**config.mk**
```make
export PLATFORM = sky130hd
export DESIGN_NAME = uart_tx_arbiter
export DESIGN_NICKNAME = d
export VERILOG_FILES = /design/src/rtl/uart_tx_arbiter.sv
export SDC_FILE = /design/constraint.sdc
export NUM_CORES = 1
export LEC_CHECK = 0
export ABC_AREA = 1
export BUFFER_PORTS_ARGS = -buffer_cell sky130_fd_sc_hd__buf_2
export CAP_MARGIN = 5
export CORE_MARGIN = 10
export CORE_UTILIZATION = 54
export DETAILED_ROUTE_END_ITERATION = 8
export GPL_ROUTABILITY_DRIVEN = 0
export PLACE_DENSITY = 0.86
export SKIP_LAST_GASP = 1
export SLEW_MARGIN = 20
export SYNTH_ARGS = -nofsm -noshare
export SYNTH_HDL_FRONTEND = slang
export SYNTH_SLANG_ARGS = --single-unit
export TNS_END_PERCENT = 1
```
**constraint.sdc**
```tcl
create_clock -name i_clk -period 3 [get_ports i_clk]
set_input_delay 0.3 -clock i_clk [delete_from_list [all_inputs] [get_ports i_clk]]
set_output_delay 0.3 -clock i_clk [all_outputs]
set_load 0.01 [all_outputs]
```
**src/rtl/uart_tx_arbiter.sv**
```systemverilog
// Round-robin arbiter sharing one UART transmitter among NUM_REQ byte sources, packet-atomic.
// Optional stall release of an idle grant is built only when UART_ARB_TIMEOUT_EN is defined.
module uart_tx_arbiter #(
  parameter int NUM_REQ      = 4,
  parameter int TIMEOUT_CLKS = 2170
) (
  input  logic                   i_clk,
  input  logic                   i_reset,
  input  logic [NUM_REQ-1:0]     i_req,
  input  logic [8*NUM_REQ-1:0]   i_req_data,
  input  logic [NUM_REQ-1:0]     i_req_last,
  output logic [NUM_REQ-1:0]     o_ack,
  output logic [NUM_REQ-1:0]     o_grant,
  output logic [7:0]             o_tx_data,
  output logic                   o_tx_start,
  input  logic                   i_tx_busy,
  input  logic                   i_tx_done
);

  localparam int PW = (NUM_REQ > 1) ? $clog2(NUM_REQ) : 1;

  localparam logic [1:0] IDLE  = 2'd0;
  localparam logic [1:0] GRANT = 2'd1;
  localparam logic [1:0] WAIT  = 2'd2;

  logic [1:0]         r_state;
  logic [PW-1:0]      r_ptr;
  logic [PW-1:0]      r_gidx;
  logic               r_last;

  logic               w_found;
  logic [PW-1:0]      w_pick;
  logic [PW-1:0]      w_cand;
  logic [NUM_REQ-1:0] w_pickOneHot;
  logic               w_gReq;
  logic               w_gLast;
  logic [7:0]         w_gData;
  logic [PW-1:0]      w_nextPtr;

  function automatic logic [PW-1:0] wrapInc(input logic [PW-1:0] v);
    return (v == PW'(NUM_REQ - 1)) ? '0 : v + PW'(1);
  endfunction

  // Scan requesters starting at the round-robin pointer and take the first one asserted.
  always_comb begin
    w_found = 1'b0;
    w_pick  = r_ptr;
    w_cand  = r_ptr;
    for (int i = 0; i < NUM_REQ; i++) begin
      if (!w_found && i_req[w_cand]) begin
        w_found = 1'b1;
        w_pick  = w_cand;
      end
      w_cand = wrapInc(w_cand);
    end
  end

  assign w_pickOneHot = NUM_REQ'(1) << w_pick;
  assign w_nextPtr    = wrapInc(r_gidx);

  always_comb begin
    w_gReq  = 1'b0;
    w_gLast = 1'b0;
    w_gData = '0;
    for (int i = 0; i < NUM_REQ; i++) begin
      if (r_gidx == PW'(i)) begin
        w_gReq  = i_req[i];
        w_gLast = i_req_last[i];
        w_gData = i_req_data[8*i +: 8];
      end
    end
  end

`ifdef UART_ARB_TIMEOUT_EN
  localparam int SW = $clog2(TIMEOUT_CLKS + 1);

  logic [SW-1:0] r_stall;
  logic          w_timeout;

  assign w_timeout = (r_state == GRANT) && !w_gReq && (r_stall == SW'(TIMEOUT_CLKS - 1));

  // Counts only an unbroken run of granted-but-empty cycles.
  always_ff @(posedge i_clk) begin
    if (i_reset || (r_state != GRANT) || w_gReq || w_timeout) begin
      r_stall <= '0;
    end else begin
      r_stall <= r_stall + SW'(1);
    end
  end
`else
  if (TIMEOUT_CLKS < 1) begin : g_timeoutRange
  end
`endif

  always_ff @(posedge i_clk) begin
    if (i_reset) begin
      r_state    <= IDLE;
      r_ptr      <= '0;
      r_gidx     <= '0;
      r_last     <= 1'b0;
      o_grant    <= '0;
      o_ack      <= '0;
      o_tx_start <= 1'b0;
      o_tx_data  <= '0;
    end else begin
      o_ack      <= '0;
      o_tx_start <= 1'b0;
      case (r_state)
        IDLE: begin
          if (w_found) begin
            r_gidx  <= w_pick;
            o_grant <= w_pickOneHot;
            r_state <= GRANT;
          end
        end
        GRANT: begin
          if (w_gReq && !i_tx_busy) begin
            o_tx_data  <= w_gData;
            o_tx_start <= 1'b1;
            o_ack      <= o_grant;
            r_last     <= w_gLast;
            r_state    <= WAIT;
          end
`ifdef UART_ARB_TIMEOUT_EN
          else if (w_timeout) begin
            o_grant <= '0;
            r_ptr   <= w_nextPtr;
            r_state <= IDLE;
          end
`endif
        end
        WAIT: begin
          // A non-final byte keeps the grant so the packet is never interleaved.
          if (i_tx_done) begin
            if (r_last) begin
              o_grant <= '0;
              r_ptr   <= w_nextPtr;
              r_state <= IDLE;
            end else begin
              r_state <= GRANT;
            end
          end
        end
        default: r_state <= IDLE;
      endcase
    end
  end

endmodule

```
==> results of run 1 <==
-- cell families (layout without fill, tap and decap cells) --
group           count (synthesis)  after routing
simple gates                  131            131
flops                          24             24
compound gates                 58             58
buf+inv                        38             93
fa+ha+maj                       5              5
-- critical path, cell delays in order (launching register included) --
cell and delay, ps:
dfxtp_1 350, inv_1 100, ha_1 380, inv_2 170, nand2_1 120, o21ai_2 60, o21ai_2 110, nand2_2 100
nor3_4 330, inv_2 200, nor2_4 130, inv_2 60, nor2_1 80
-- final timing paths --
kind                                     end      startpoint
worst max-delay path                o_ack[3]       r_gidx[1]
worst min-delay path            o_tx_data[1]  i_req_data[25]
worst max register to register      o_ack[3]       r_gidx[1]
worst min register to register      o_ack[0]      o_grant[0]
-- area by class of cell --
class	count	share of cell area, %
multi-input combinational	194	51.4
tap	44	2.66
clock buffer	3	1.09
timing repair buffer	60	14.5
inverter	29	5.63
sequential	24	23.2
clock inverter	1	1.45
-- cells in the mapped netlist --
cell type  instances
a31oi_1            2
nand4_1            2
inv_4              1
nand2_2           12
o21ai_0           14
nand3_1           27
nor2_4             2
nor2_1             8
o21ai_2            2
ha_1               5
o211ai_1           8
nor2_2             1
dfxtp_1           24
a211oi_1           1
buf_6              4
nor3_4             1
nand2_4            4
clkbuf_1           2
clkinv_1           1
nor3_1             1
nand3_2            3
a21oi_1           30
inv_1             20
buf_1              2
nor2_8             2
a21oi_2            1
inv_6              1
inv_2              6
nand2_1           68
buf_4              1
-- sequential cells by signal, summed over array words and instances (netlist names) --
name,count
o_tx_start,1
r_last,1
o_tx_data,8
r_state,2
r_ptr,2
r_gidx,2
o_ack,4
o_grant,4
-- layer usage --
metal,up-vias,part of all wire [%]
met3,8,8.7
li1,955,-
met5,-,0
met4,0,1.3
met1,815,43
met2,58,47
-- through the flow --
stage | utilization, % | setup WS, ps | std cells | total power [W]
detailed placement | 66.0 | 769 | 351 | 0.000778
global placement | 66.0 | 801 | 351 | 0.000770
CTS | 67.7 | 737 | 355 | 0.00101
global route | 67.7 | 531 | 355 | 0.00108
finish | 67.7 | 751 | 355 | 0.00100
floorplan | - | 1160 | 256 | 0.000689
-- cell usage in the layout, fill, tap and decap left out, drive strengths merged --
cell type | Yosys | layout
clkbuf | 2 | 3
a21oi | 31 | 31
clkinv | 1 | 1
nor2 | 13 | 13
a211oi | 1 | 1
bufinv | 0 | 1
nor3 | 2 | 2
dfxtp | 24 | 24
o211ai | 8 | 8
nand2 | 84 | 84
nand4 | 2 | 2
buf | 7 | 60
inv | 28 | 28
nand3 | 30 | 30
o21ai | 16 | 16
a31oi | 2 | 2
ha | 5 | 5
-- power groups by stage --
stage / Clock (W) / Combinational [W] / Sequential, W
global placement: 0 / 0.000393 / 0.000377
CTS: 0.000233 / 0.000403 / 0.000371
floorplan: 0 / 0.000307 / 0.000382
global route: 0.000246 / 0.000461 / 0.000376
detailed placement: 0 / 0.000400 / 0.000378
finish: 0.000231 / 0.000399 / 0.000371
==> qor.csv, run 1 <==
metric,value,unit
RSZ-0062 raised after global routing,false,
worst hold slack,273,ps
simple-gate share of the synthesized area,39.0,%
Die Wd,76.5,µm
Final min period,2250,ps
placed cell area,2010,µm²
gr usage total,15.0,%
hold buffers post-CTS,0,
GR Util met1,16.5,%
area grow syn2layout,19.7,%
final cycle utilization of the critical path,75.0,%
first-pass GRT wire length,7750,µm
met2 usage,25.9,%
gr ovfl total,0,
skew final,3.06,ps
max_slew headroom,71.6,%
vias post-DR,1836,
Critical Path RT,3260,ps
maximum resistive drop on vdd,0.292,mV
global route hottest layer,met2,
main combinational cell family by area after synthesis,simple AND/OR/NAND/NOR gates,
NetSw,0.000369,W
hold path depth,3,
initial antenna violation count,0,
CP arrival,2510,ps
Hold/Removal Path Class,primary input to flop,
adder-cell area share of the yosys netlist,3.62,%
mux contribution to synthesized area,0,%
"CTS clk-pin slew, worst paths",130,ps
layout cells sized above 1,32.2,%
Clock Power Share,23.1,%
count of different cell masters after synthesis,30,
Syn Area/Cell,6.74,µm²
PD cells,484,nW/µm²
filler instances,302,
nature of the critical path endpoint,flop,
vias in the first global route,1853,
1st-pass router iterations,4,
Yosys top cell by area,dfxtp_1,
CTS Buffer Depth,2,
r2r setup slk,750,ps
Syn Nets,305,
max-slew violations,0,
reg2reg path depth,12,
Synth Instances,256,
Clock Sinks,24,
final setup fails,0,
Max Cap Violations,0,
hpwl dp,3760,µm
H-tree lvl count,1,
die area,5860,µm²
net switching fraction of the power,36.8,%
area of the multi-input gates,1060,µm²
Seq cells post-synth,24,
Pint,0.000632,W
largest net degree at the start of global routing,19,
num ports,61,
static leakage,1.05,nW
Worst-Margin Slew,426,ps
Post-Synthesis Cell Area,1730,µm²
average wire per standard cell,12.8,µm
port buffer count,60,
register area share after synthesis,27.8,%
Die Y,76.5,µm
Worst-Skew Late Latency,310,ps
DR vias/cell,5.17,
Synth Area in XOR/XNOR,0,%
"Setup Fix Bufs, Post-CTS",0,
total routed wirelength,4530,µm
Critical Path Fanout Max,11,
sequential cell fraction of total power,37.1,%
status,"finished, final reports clean",
TritonCTS clock tree,done,
"Hold Violations, Final",0,
drt initial violations,105,
Initial Utilization,56.6,%
ANT cells,0,
top cell type's share of synthesized area,27.8,%
Compound-Gate Fraction of Synth Area,18.9,%
total CTS buffers,3,
combinational fraction of design power,39.9,%
critical setup path kind,flop to flop,
root buf cell,clkbuf_4,
Antenna Nets Post-Route,0,
Synth area leaders,"dfxtp_1, nand2_1, a21oi_1",
post-route design area,2070,µm²
Core ar.,3050,µm²
yosys warns,0,
DR DRC count,0,
f_max,445,MHz
Seq. cell area,480,µm²
nets,361,
met3 usage,6.25,%
Critical Path Source Type,flop,
setup TNS,0,ps
"Gates resized, CTS repair",0,
FP Rows,20,
No activity file was read; power rests on OpenSTA's default activity.
==> inputs of run 2 (changes only) <==
--- a/config.mk
+++ b/config.mk
@@ -9,10 +9,10 @@
 export BUFFER_PORTS_ARGS = -buffer_cell sky130_fd_sc_hd__buf_2
 export CAP_MARGIN = 5
 export CORE_MARGIN = 10
-export CORE_UTILIZATION = 54
+export CORE_UTILIZATION = 50
 export DETAILED_ROUTE_END_ITERATION = 8
 export GPL_ROUTABILITY_DRIVEN = 0
-export PLACE_DENSITY = 0.86
+export PLACE_DENSITY = 0.8
 export SKIP_LAST_GASP = 1
 export SLEW_MARGIN = 20
 export SYNTH_ARGS = -nofsm -noshare
==> constraint.sdc (replaced) <==
create_clock -name i_clk -period 2.1 [get_ports i_clk]
set_input_delay 0.21 -clock i_clk [delete_from_list [all_inputs] [get_ports i_clk]]
set_output_delay 0.21 -clock i_clk [all_outputs]
set_load 0.01 [all_outputs]
==> run 2 against run 1 <==
  * Utilization fell by 5.2 points
  * Critical path depth stayed put
  * Global-route usage decreased by 0.35 points
  * Clock skew rose by 0.66 ps
  * Die area increased by 5.9%
  * Non-clock buffer count up 4
  * Sequential share of layout area is 0.16 points lower
  * Fmax is 17% higher
  * Clock power grew 8%
  * Critical path type unchanged
  * Largest cell class unchanged
  * Highest routed layer is now met3
==> qor.csv, run 2 (same netlist as run 1, synthesis figures left out) <==
metric,value,unit
ANT cells,0,
CTS Buffer Depth,2,
Critical Path RT,2320,ps
"most common cell after layout, fill and taps aside",nand2_1,
total routed wirelength,4590,µm
hpwl dp,3800,µm
PD cells,655,nW/µm²
initial antenna violation count,0,
final setup fails,0,
Critical Path Source Type,flop,
Worst-Margin Slew,417,ps
Core ar.,3340,µm²
final cycle utilization of the critical path,91.9,%
1st-pass router iterations,4,
max reg flops,8,
port buffer count,60,
FP Rows,21,
"CTS clk-pin slew, worst paths",140,ps
vias in the first global route,1872,
overall power,0.00137,W
reg2reg path depth,12,
total CTS buffers,3,
static leakage,1.06,nW
largest net degree at the start of global routing,19,
H-tree lvl count,1,
hold buffers post-CTS,0,
root buf cell,clkbuf_4,
f_max,518,MHz
skew final,3.72,ps
maximum resistive drop on vdd,0.476,mV
area grow syn2layout,20.9,%
Hold/Removal Path Class,primary input to flop,
max_slew headroom,72.2,%
status,"finished, final reports clean",
Die Wd,78.8,µm
hold path depth,3,
Clock Sinks,24,
Max Cap Violations,0,
vias post-DR,1860,
top flop regs,"o_tx_data (8), o_ack (4), o_grant (4)",
layout cells sized above 1,33.7,%
die area,6200,µm²
Final min period,1930,ps
"Hold Violations, Final",0,
DR DRC count,0,
CP arrival,2150,ps
nets,365,
RSZ-0062 raised after global routing,false,
DR vias/cell,5.15,
Critical Path Fanout Max,8,
"commonest cells after routing, fill and taps aside","nand2_1, buf_2, a21oi_1",
filler instances,338,
max-slew violations,0,
critical setup path kind,flop to flop,
first-pass GRT wire length,7800,µm
nature of the critical path endpoint,flop,
Antenna Nets Post-Route,0,
gr usage total,14.7,%
gr ovfl total,0,
Die Y,78.8,µm
"Most flops, register",o_tx_data,
num ports,61,
Initial Utilization,51.7,%
TritonCTS clock tree,done,
setup TNS,0,ps
Worst-Skew Late Latency,320,ps
average wire per standard cell,12.7,µm
drt initial violations,87,
-- run 2: cell types whose count changed in the layout (fill, tap and decap cells not counted) --
cell,before,now
dfxtp_1,24,23
dfxtp_2,0,1
bufinv_16,1,0
clkbuf_8,0,1
ha_2,0,1
ha_1,5,4
buf_4,0,4
-- run 2: through the flow --
step	utilization [%]	hold WS (ps)	instance area (µm²)	instances	setup slack (ps)
CTS	62.4	179	2080	361	156
floorplan	-	408	1730	256	260
finish	62.5	176	2090	361	171
global placement	61.3	428	2050	357	278
global route	62.5	174	2090	361	36.2
detailed placement	61.3	438	2050	357	196
-- run 2: worst max-delay path: stages (launching register included) --
cell and delay, ps:
dfxtp_2 360, ha_2 380, inv_2 90, nand2_2 100, nand2_2 80, nand2_2 80, nand2_4 70, nand2_1 170
nand3_1 100, nand3_1 80, nand2_1 90, o21ai_0 180, inv_1 60
-- run 2: final cells by class --
| class | count | area (µm²) | area share, % |
|---|---|---|---|
| flip-flops and latches | 24 | 482 | 23.1 |
| repair buffers | 64 | 330 | 15.8 |
| multi-input cells | 194 | 1060 | 51.0 |
| inverters | 29 | 116 | 5.58 |
| well taps | 46 | 57.6 | 2.76 |
| clock buffers | 4 | 36.3 | 1.74 |
-- run 2: routing by layer --
| layer | up-vias | track usage (%) | routed length [µm] |
|---|---|---|---|
| li1 | 963 | - | - |
| met1 | 842 | 15.6 | 1900 |
| met2 | 55 | 26.5 | 2270 |
| met3 | 0 | 7.21 | 423 |
| met4 | 0 | 1.43 | 0 |
| met5 | - | 0 | 0 |
-- run 2: timing repair --
action	CTS	global route
setup endpoints to repair	0	1
buffers inserted	0	0
resized for setup	0	2
-- run 2: where the power goes --
| part | switching [W] | total [W] | internal [W] |
|---|---|---|---|
| logic | 0.000361 | 0.000588 | 0.000227 |
| clock network | 0.000143 | 0.000249 | 0.000106 |
| registers | 0.0000320 | 0.000530 | 0.000498 |
-- run 2: final timing paths --
kind	startpoint	end	slack, ps
max	r_ptr[1]	r_gidx[1]	170
min	i_req_data[25]	o_tx_data[1]	180
max reg2reg	r_ptr[1]	r_gidx[1]	170
min reg2reg	o_grant[2]	o_ack[2]	460
